===== config.mk =====
export PLATFORM = sky130hd
export DESIGN_NAME = alu_exec
export DESIGN_NICKNAME = d
export VERILOG_FILES = /design/src/rtl/alu_exec.sv
export SDC_FILE = /design/constraint.sdc
export NUM_CORES = 1
export LEC_CHECK = 0
export BUFFER_PORTS_ARGS = -buffer_cell sky130_fd_sc_hd__buf_2
export CAP_MARGIN = 0
export CORE_UTILIZATION = 56
export DETAILED_ROUTE_END_ITERATION = 6
export PLACE_DENSITY = 0.91
export SYNTH_ARGS = -nofsm -noshare
export SYNTH_HDL_FRONTEND = slang
export SYNTH_SLANG_ARGS = --single-unit
export TNS_END_PERCENT = 50

===== constraint.sdc =====
create_clock -name clk -period 2.55 [get_ports clk]
set_clock_uncertainty 0.2 [all_clocks]
set_input_delay 0.3825 -clock clk [delete_from_list [all_inputs] [get_ports clk]]
set_output_delay 0.3825 -clock clk [all_outputs]
set_load 0.01 [all_outputs]

===== src/rtl/alu_exec.sv =====
// Multi-cycle integer ALU with a valid/ready request side and a held result side.
// Logic ops, add/sub and compares finish in one cycle; shifts move one bit per cycle.
module alu_exec #(
  parameter int XLEN = 32
) (
  input  logic            clk,
  input  logic            rst_n,
  input  logic            in_valid,
  output logic            in_ready,
  input  logic [3:0]      alu_control,
  input  logic [XLEN-1:0] op_a,
  input  logic [XLEN-1:0] op_b,
  output logic            out_valid,
  input  logic            out_ready,
  output logic [XLEN-1:0] result,
  output logic            zero,
  output logic            illegal
);

  localparam int SHW = $clog2(XLEN);

  localparam logic [3:0] OP_AND  = 4'b0000;
  localparam logic [3:0] OP_OR   = 4'b0001;
  localparam logic [3:0] OP_ADD  = 4'b0010;
  localparam logic [3:0] OP_SUB  = 4'b0110;
  localparam logic [3:0] OP_XOR  = 4'b1000;
  localparam logic [3:0] OP_SLT  = 4'b0111;
  localparam logic [3:0] OP_SLTU = 4'b1100;
  localparam logic [3:0] OP_SLL  = 4'b1001;
  localparam logic [3:0] OP_SRL  = 4'b1010;
  localparam logic [3:0] OP_SRA  = 4'b1011;

  typedef enum logic [1:0] {IDLE, SHIFT, DONE} state_t;

  state_t          state_reg, state_next;
  logic [3:0]      op_reg;
  logic [SHW-1:0]  cnt_reg;
  logic [XLEN-1:0] result_reg;
  logic            zero_reg;
  logic            illegal_reg;

  logic            accept;
  logic [SHW-1:0]  shamt;
  logic [XLEN-1:0] alu_out;
  logic            is_shift;
  logic            is_illegal;
  logic [XLEN-1:0] shift_step;

  assign in_ready  = (state_reg == IDLE) && rst_n;
  assign accept    = in_valid && in_ready;
  assign shamt     = op_b[SHW-1:0];
  assign out_valid = (state_reg == DONE);
  assign result    = result_reg;
  assign zero      = zero_reg;
  assign illegal   = illegal_reg;

  // Single-cycle datapath evaluated on the request operands.
  always_comb begin
    alu_out    = '0;
    is_shift   = 1'b0;
    is_illegal = 1'b0;
    case (alu_control)
      OP_AND:  alu_out = op_a & op_b;
      OP_OR:   alu_out = op_a | op_b;
      OP_ADD:  alu_out = op_a + op_b;
      OP_SUB:  alu_out = op_a - op_b;
      OP_XOR:  alu_out = op_a ^ op_b;
      OP_SLT:  alu_out = {{(XLEN-1){1'b0}}, ($signed(op_a) < $signed(op_b))};
      OP_SLTU: alu_out = {{(XLEN-1){1'b0}}, (op_a < op_b)};
      OP_SLL, OP_SRL, OP_SRA: is_shift = 1'b1;
      default: is_illegal = 1'b1;
    endcase
  end

  // One-bit step; SRA keeps the sign bit, which is still op_a's MSB.
  always_comb begin
    shift_step = result_reg;
    case (op_reg)
      OP_SLL:  shift_step = {result_reg[XLEN-2:0], 1'b0};
      OP_SRL:  shift_step = {1'b0, result_reg[XLEN-1:1]};
      OP_SRA:  shift_step = {result_reg[XLEN-1], result_reg[XLEN-1:1]};
      default: shift_step = result_reg;
    endcase
  end

  always_comb begin
    state_next = state_reg;
    case (state_reg)
      IDLE: begin
        if (accept) begin
          if (is_shift && (shamt != '0)) state_next = SHIFT;
          else                           state_next = DONE;
        end
      end
      SHIFT: begin
        if (cnt_reg == SHW'(1)) state_next = DONE;
      end
      DONE: begin
        if (out_ready) state_next = IDLE;
      end
      default: state_next = IDLE;
    endcase
  end

  always_ff @(posedge clk or negedge rst_n) begin
    if (!rst_n) state_reg <= IDLE;
    else        state_reg <= state_next;
  end

  always_ff @(posedge clk or negedge rst_n) begin
    if (!rst_n) begin
      op_reg      <= '0;
      cnt_reg     <= '0;
      result_reg  <= '0;
      zero_reg    <= 1'b0;
      illegal_reg <= 1'b0;
    end else begin
      case (state_reg)
        IDLE: begin
          if (accept) begin
            op_reg      <= alu_control;
            illegal_reg <= is_illegal;
            if (is_shift) begin
              result_reg <= op_a;
              zero_reg   <= (op_a == '0);
              cnt_reg    <= shamt;
            end else begin
              result_reg <= alu_out;
              zero_reg   <= (alu_out == '0);
              cnt_reg    <= '0;
            end
          end
        end
        SHIFT: begin
          result_reg <= shift_step;
          zero_reg   <= (shift_step == '0);
          cnt_reg    <= cnt_reg - 1'b1;
        end
        default: ;
      endcase
    end
  end

endmodule


==> results of run 1 <==
[kinds of logic after synthesis]
logic type,Yosys count,share of synthesized area (%)
AO/OA/AOI/OAI,499,38.0
XOR/XNOR,3,0.289
adder cells (fa/ha/maj),103,14.3
buffers and inverters,192,8.40
flip-flops,45,12.4
multiplexers,13,1.47
AND/OR/NAND/NOR,457,25.2
[metal layers]
layer / GRT overflow / track usage (%)
met1: 11 / 81.0
met2: 341 / 106
met3: 12 / 59.2
met4: 155 / 97.3
met5: 0 / 15.0
[through the flow]
stage,cells,utilization [%]
4_1_cts,2022,89.9
3_3_place_gp,1981,82.8
2_1_floorplan,1312,-
3_5_place_dp,1981,82.8
[what timing repair did]
| item | CTS |
|---|---|
| resized for setup | 179 |
| endpoints found under the setup margin | 31 |
| hold endpoints to repair | 0 |
| buffers inserted | 34 |
| pin swaps | 72 |
==> flow_summary.yaml, run 1 <==
floorplanning:
  die_w_um: 130
  start_util_pct: 57.3
  num_io_pins: 108
  die_h_um: 130
  rows: 46
clock_network:
  cts_hold_buf: 0
  cts_buffers: 5
  clock-root-buffer: "clkbuf_16"
  h-tree-depth: 2
  cts.sinks: 45
  clockBufferDepth: 2
place:
  placed_cell_area_um2: 13100
  dp_hpwl_um: 37600
  io_buffers: 107
  pre_cts_slack_ps: -1630
  gp_congestion: 1.20
logic_synthesis:
  synthTopCellsByArea: "ha_1 14%, dfrtp_1 12%, a21oi_1 7.5%"
  synth_area_um2: 9110
  seq_area_frac_synth_pct: 12.4
  synthTopCellsByCount: "136 x a21oi_1, 123 x nand2_1, 103 x nor2_1"
  synth-seq-cells: 45
  synth_cell_types: 97
  syn_avg_cell_area_um2: 6.94
  synth_top_area_share_pct: 13.9
  yosysTopAreaCell: "ha_1"
  synth.most_common_cell: "a21oi_1"
  synth-edff-count: 0
  async_reset_ff_share_pct: 100
  syn_nets: 1487
  ys.flop_type: "dfrtp_1"
  syn_inst: 1312
  ys_warn_count: 0
run_status:
  failing_step: "global routing"
  error: "[ERROR GRT-0116] Global routing finished with congestion. Check the congestion regions in the DRC Viewer."
  outcome: "did not finish"
global_route:
  first_global_vias: 17800
  grt_max_degree: 50
  grt_overflow_total: 519
  grt_pass1_wl_um: 105000
  track_usage_pct: 83.5
==> run 2: changes to the inputs <==
--- a/config.mk
+++ b/config.mk
@@ -7,9 +7,9 @@
 export LEC_CHECK = 0
 export BUFFER_PORTS_ARGS = -buffer_cell sky130_fd_sc_hd__buf_2
 export CAP_MARGIN = 0
-export CORE_UTILIZATION = 56
+export CORE_UTILIZATION = 40
 export DETAILED_ROUTE_END_ITERATION = 6
-export PLACE_DENSITY = 0.91
+export PLACE_DENSITY_LB_ADDON = 0.15
 export SYNTH_ARGS = -nofsm -noshare
 export SYNTH_HDL_FRONTEND = slang
 export SYNTH_SLANG_ARGS = --single-unit
==> constraint.sdc (replaced) <==
create_clock -name clk -period 3.3 [get_ports clk]
set_clock_uncertainty 0.2 [all_clocks]
set_input_delay 0.495 -clock clk [delete_from_list [all_inputs] [get_ports clk]]
set_output_delay 0.495 -clock clk [all_outputs]
set_load 0.01 [all_outputs]
==> flow_summary.yaml, run 2 <==
run_status:
  outcome: "complete, but fails checks"
  violations: "setup timing"
drt:
  firstDrtPassIters: 6
  drtIter0Drc: 1215
  ant_nets: 0
  avgRoutedWirePerCell_um: 21.0
  drc: 0
  vias: 12400
  via_per_inst: 6.05
  wl_um: 43000
logic_synthesis:
  synth_cell_types: 97
  yosysTopAreaCell: "ha_1"
  async_reset_ff_share_pct: 100
  synthTopCellsByArea: "ha_1 14%, dfrtp_1 12%, a21oi_1 7.5%"
  syn_nets: 1487
  seq_area_frac_synth_pct: 12.4
  ys_warn_count: 0
  synthTopCellsByCount: "136 x a21oi_1, 123 x nand2_1, 103 x nor2_1"
  synth-edff-count: 0
  syn_inst: 1312
  synth_top_area_share_pct: 13.9
  ys.flop_type: "dfrtp_1"
  syn_avg_cell_area_um2: 6.94
  synth_area_um2: 9110
  synth-seq-cells: 45
  synth.most_common_cell: "a21oi_1"
sta:
  rsz0062_at_grt: "yes"
  period_needed_ps: 3660
  fin_ws_ps: -359
  maxClockFrequency_mhz: 273
  setup_violations: 11
  relSlewSlack_pct: 49.4
  period_share_pct: 111
  worstMarginPinSlew_ps: 759
  final_max_slew_viol_count: 0
  tns_ps: -1730
  finalHoldViolations: 0
critical_path:
  critPathKind: "in2reg"
  crit_family: "compound AO/OA/AOI/OAI gates"
  path_buf_inv: 5
  arrival_ps: 3670
  end_kind: "flop"
  startpoint_type: "input pin"
  reg2reg_setup_slack_ps: 330
  r2r_start: "op_reg[0]"
  r2r_cells: 9
  crit_fanout: 4
  regToRegEndpoint: "zero"
  crit_chain: "buf_6 -> buf_4 -> ha_1 -> nor2_2 -> a211oi_2 -> buf_4 -> o2111ai_1 -> nand3b_1 -> buf_4 -> buf_4 -> a31o_4 -> and3_1 -> a211o_1 -> nor4_4 -> nand4_1 -> o41ai_2"
  cpPeakStageDelay_ps: 340
  crit_top_cell: "buf_4"
  crit_required_ps: 3310
  worst_path_max_delay_cell: "o41ai_2"
place:
  gp_congestion: 1.02
  io_buffers: 107
  placed_cell_area_um2: 12700
  dp_hpwl_um: 34300
global_route:
  antenna_found_initial: 0
  grt_overflow_total: 0
  first_global_vias: 11800
  track_usage_pct: 36.3
  grt_max_degree: 50
  grt_pass1_wl_um: 67100
pwr:
  switchingPower_mw: 2.95
  clockPowerShare_pct: 9.6
  p_comb_share_pct: 69.1
  leakagePower_nw: 6.53
  internal_power_mw: 2.91
  switching_share_pct: 50.4
  power.share.sequential_pct: 21.3
  vdd_drop_max_v: 0.000419
  p_per_area_nw_per_um2: 414
cells_and_area:
  layout-drive-gt1-share_pct: 40.6
  syn2layout_area_growth_pct: 55.6
  n_fill_cell: 2034
  largest_reg_flops: 32
  design_area_um2: 14200
  n_antenna_cell: 0
  layout_common_cells: "416 x buf_4, 123 x nand2_1, 113 x a21oi_1, 98 x nor2_1, 95 x buf_2"
  seq_area_um2: 1130
  utilization_pct: 64.1
  final_nets: 1946
  multi_input_area_um2: 8090
  final_common_cell: "buf_4"
clock_network:
  clockBufferDepth: 2
  cts_buffers: 5
  cts_hold_buf: 0
  cts.sinks: 45
  clk_latency_ps: 300
  h-tree-depth: 2
  clk_pin_slew_worst_paths_ps: 80
  clock-root-buffer: "clkbuf_16"
  cts_tree: "built"
floorplanning:
  start_util_pct: 41.2
  rows: 54
  design.core.area_um2: 22100
  die_area_um2: 23400
  die_w_um: 153
  die_h_um: 153
  num_io_pins: 108
worst_hold_path:
  hold_path.class: "in2async"
job:
  timing.max_cap.violations: 0
[run 2: cell counts after synthesis]
Identical to the previous run, type by type.
[run 2: layout make-up]
class | instances | share of cell area (%)
Multi-Input combinational cell | 1075 | 57.1
Timing Repair Buffer | 546 | 28.6
Sequential cell | 45 | 7.95
Inverter | 98 | 2.75
Tap cell | 280 | 2.47
Clock buffer | 5 | 0.883
Clock inverter | 3 | 0.203
[run 2: logic make-up after synthesis]
family / synth area share, %
muxes: 1.47
xor gates and xnor gates: 0.289
buffers and inverters: 8.40
and+or+nand+nor: 25.2
adders and majority gates: 14.3
DFF: 12.4
AOI/OAI and AO/OA: 38.0
[run 2: routing by layer]
| metal | global-route usage [%] | up-vias | share of wire, % |
|---|---|---|---|
| met5 | 0 | - | 0 |
| met4 | 11.8 | 0 | 3.4 |
| met3 | 3.03 | 83 | 6.4 |
| met2 | 59.7 | 554 | 46 |
| met1 | 50.2 | 5971 | 44 |
| li1 | - | 5815 | - |
[run 2: how the worst max path moves through the flow]
stage	start	to	slack, ps	cells after the start
finish	op_a[2]	zero	-360	16
global route	op_b[0]	zero	-490	18
CTS	op_a[4]	zero	-220	16
detailed placement	op_a[0]	result[0]	-930	18
global placement	op_a[0]	result[0]	-940	18
floorplan	op_b[3]	zero	-180	13
[run 2: metrics by stage]
step	cells	hold slack, ps	setup slack, ps	total power [mW]
6_report	2052	222	-359	5.86
5_1_grt	2052	264	-491	6.27
4_1_cts	2038	228	-220	5.64
3_5_place_dp	2005	261	-928	4.88
3_3_place_gp	2005	262	-937	4.85
2_1_floorplan	1312	-0.591	-182	3.24
[run 2: repair_timing]
action / CTS / global route
cloned: 0 / 0
pin swaps: 49 / 53
setup endpoints to repair: 21 / 24
hold endpoints to repair: 0 / 0
gates resized for setup: 131 / 90
buffers inserted: 27 / 16
[run 2: worst register-to-register path, delay by kind of cell (launching register included)]
kind | cells | cell delay [ps]
AND/OR/NAND/NOR | 5 | 1180
flip-flops | 1 | 770
AO/OA/AOI/OAI | 4 | 740
[run 2: power groups by stage]
| stage | clock, mW | sequential, mW | combinational [mW] |
|---|---|---|---|
| after global placement | 0 | 1.24 | 3.61 |
| after CTS | 0.564 | 1.23 | 3.84 |
| after detailed placement | 0 | 1.24 | 3.64 |
| after floorplan | 0 | 1.19 | 2.05 |
| after global routing | 0.583 | 1.30 | 4.39 |
| final | 0.562 | 1.25 | 4.05 |
Note: power is estimated with default switching activity, not from simulation.
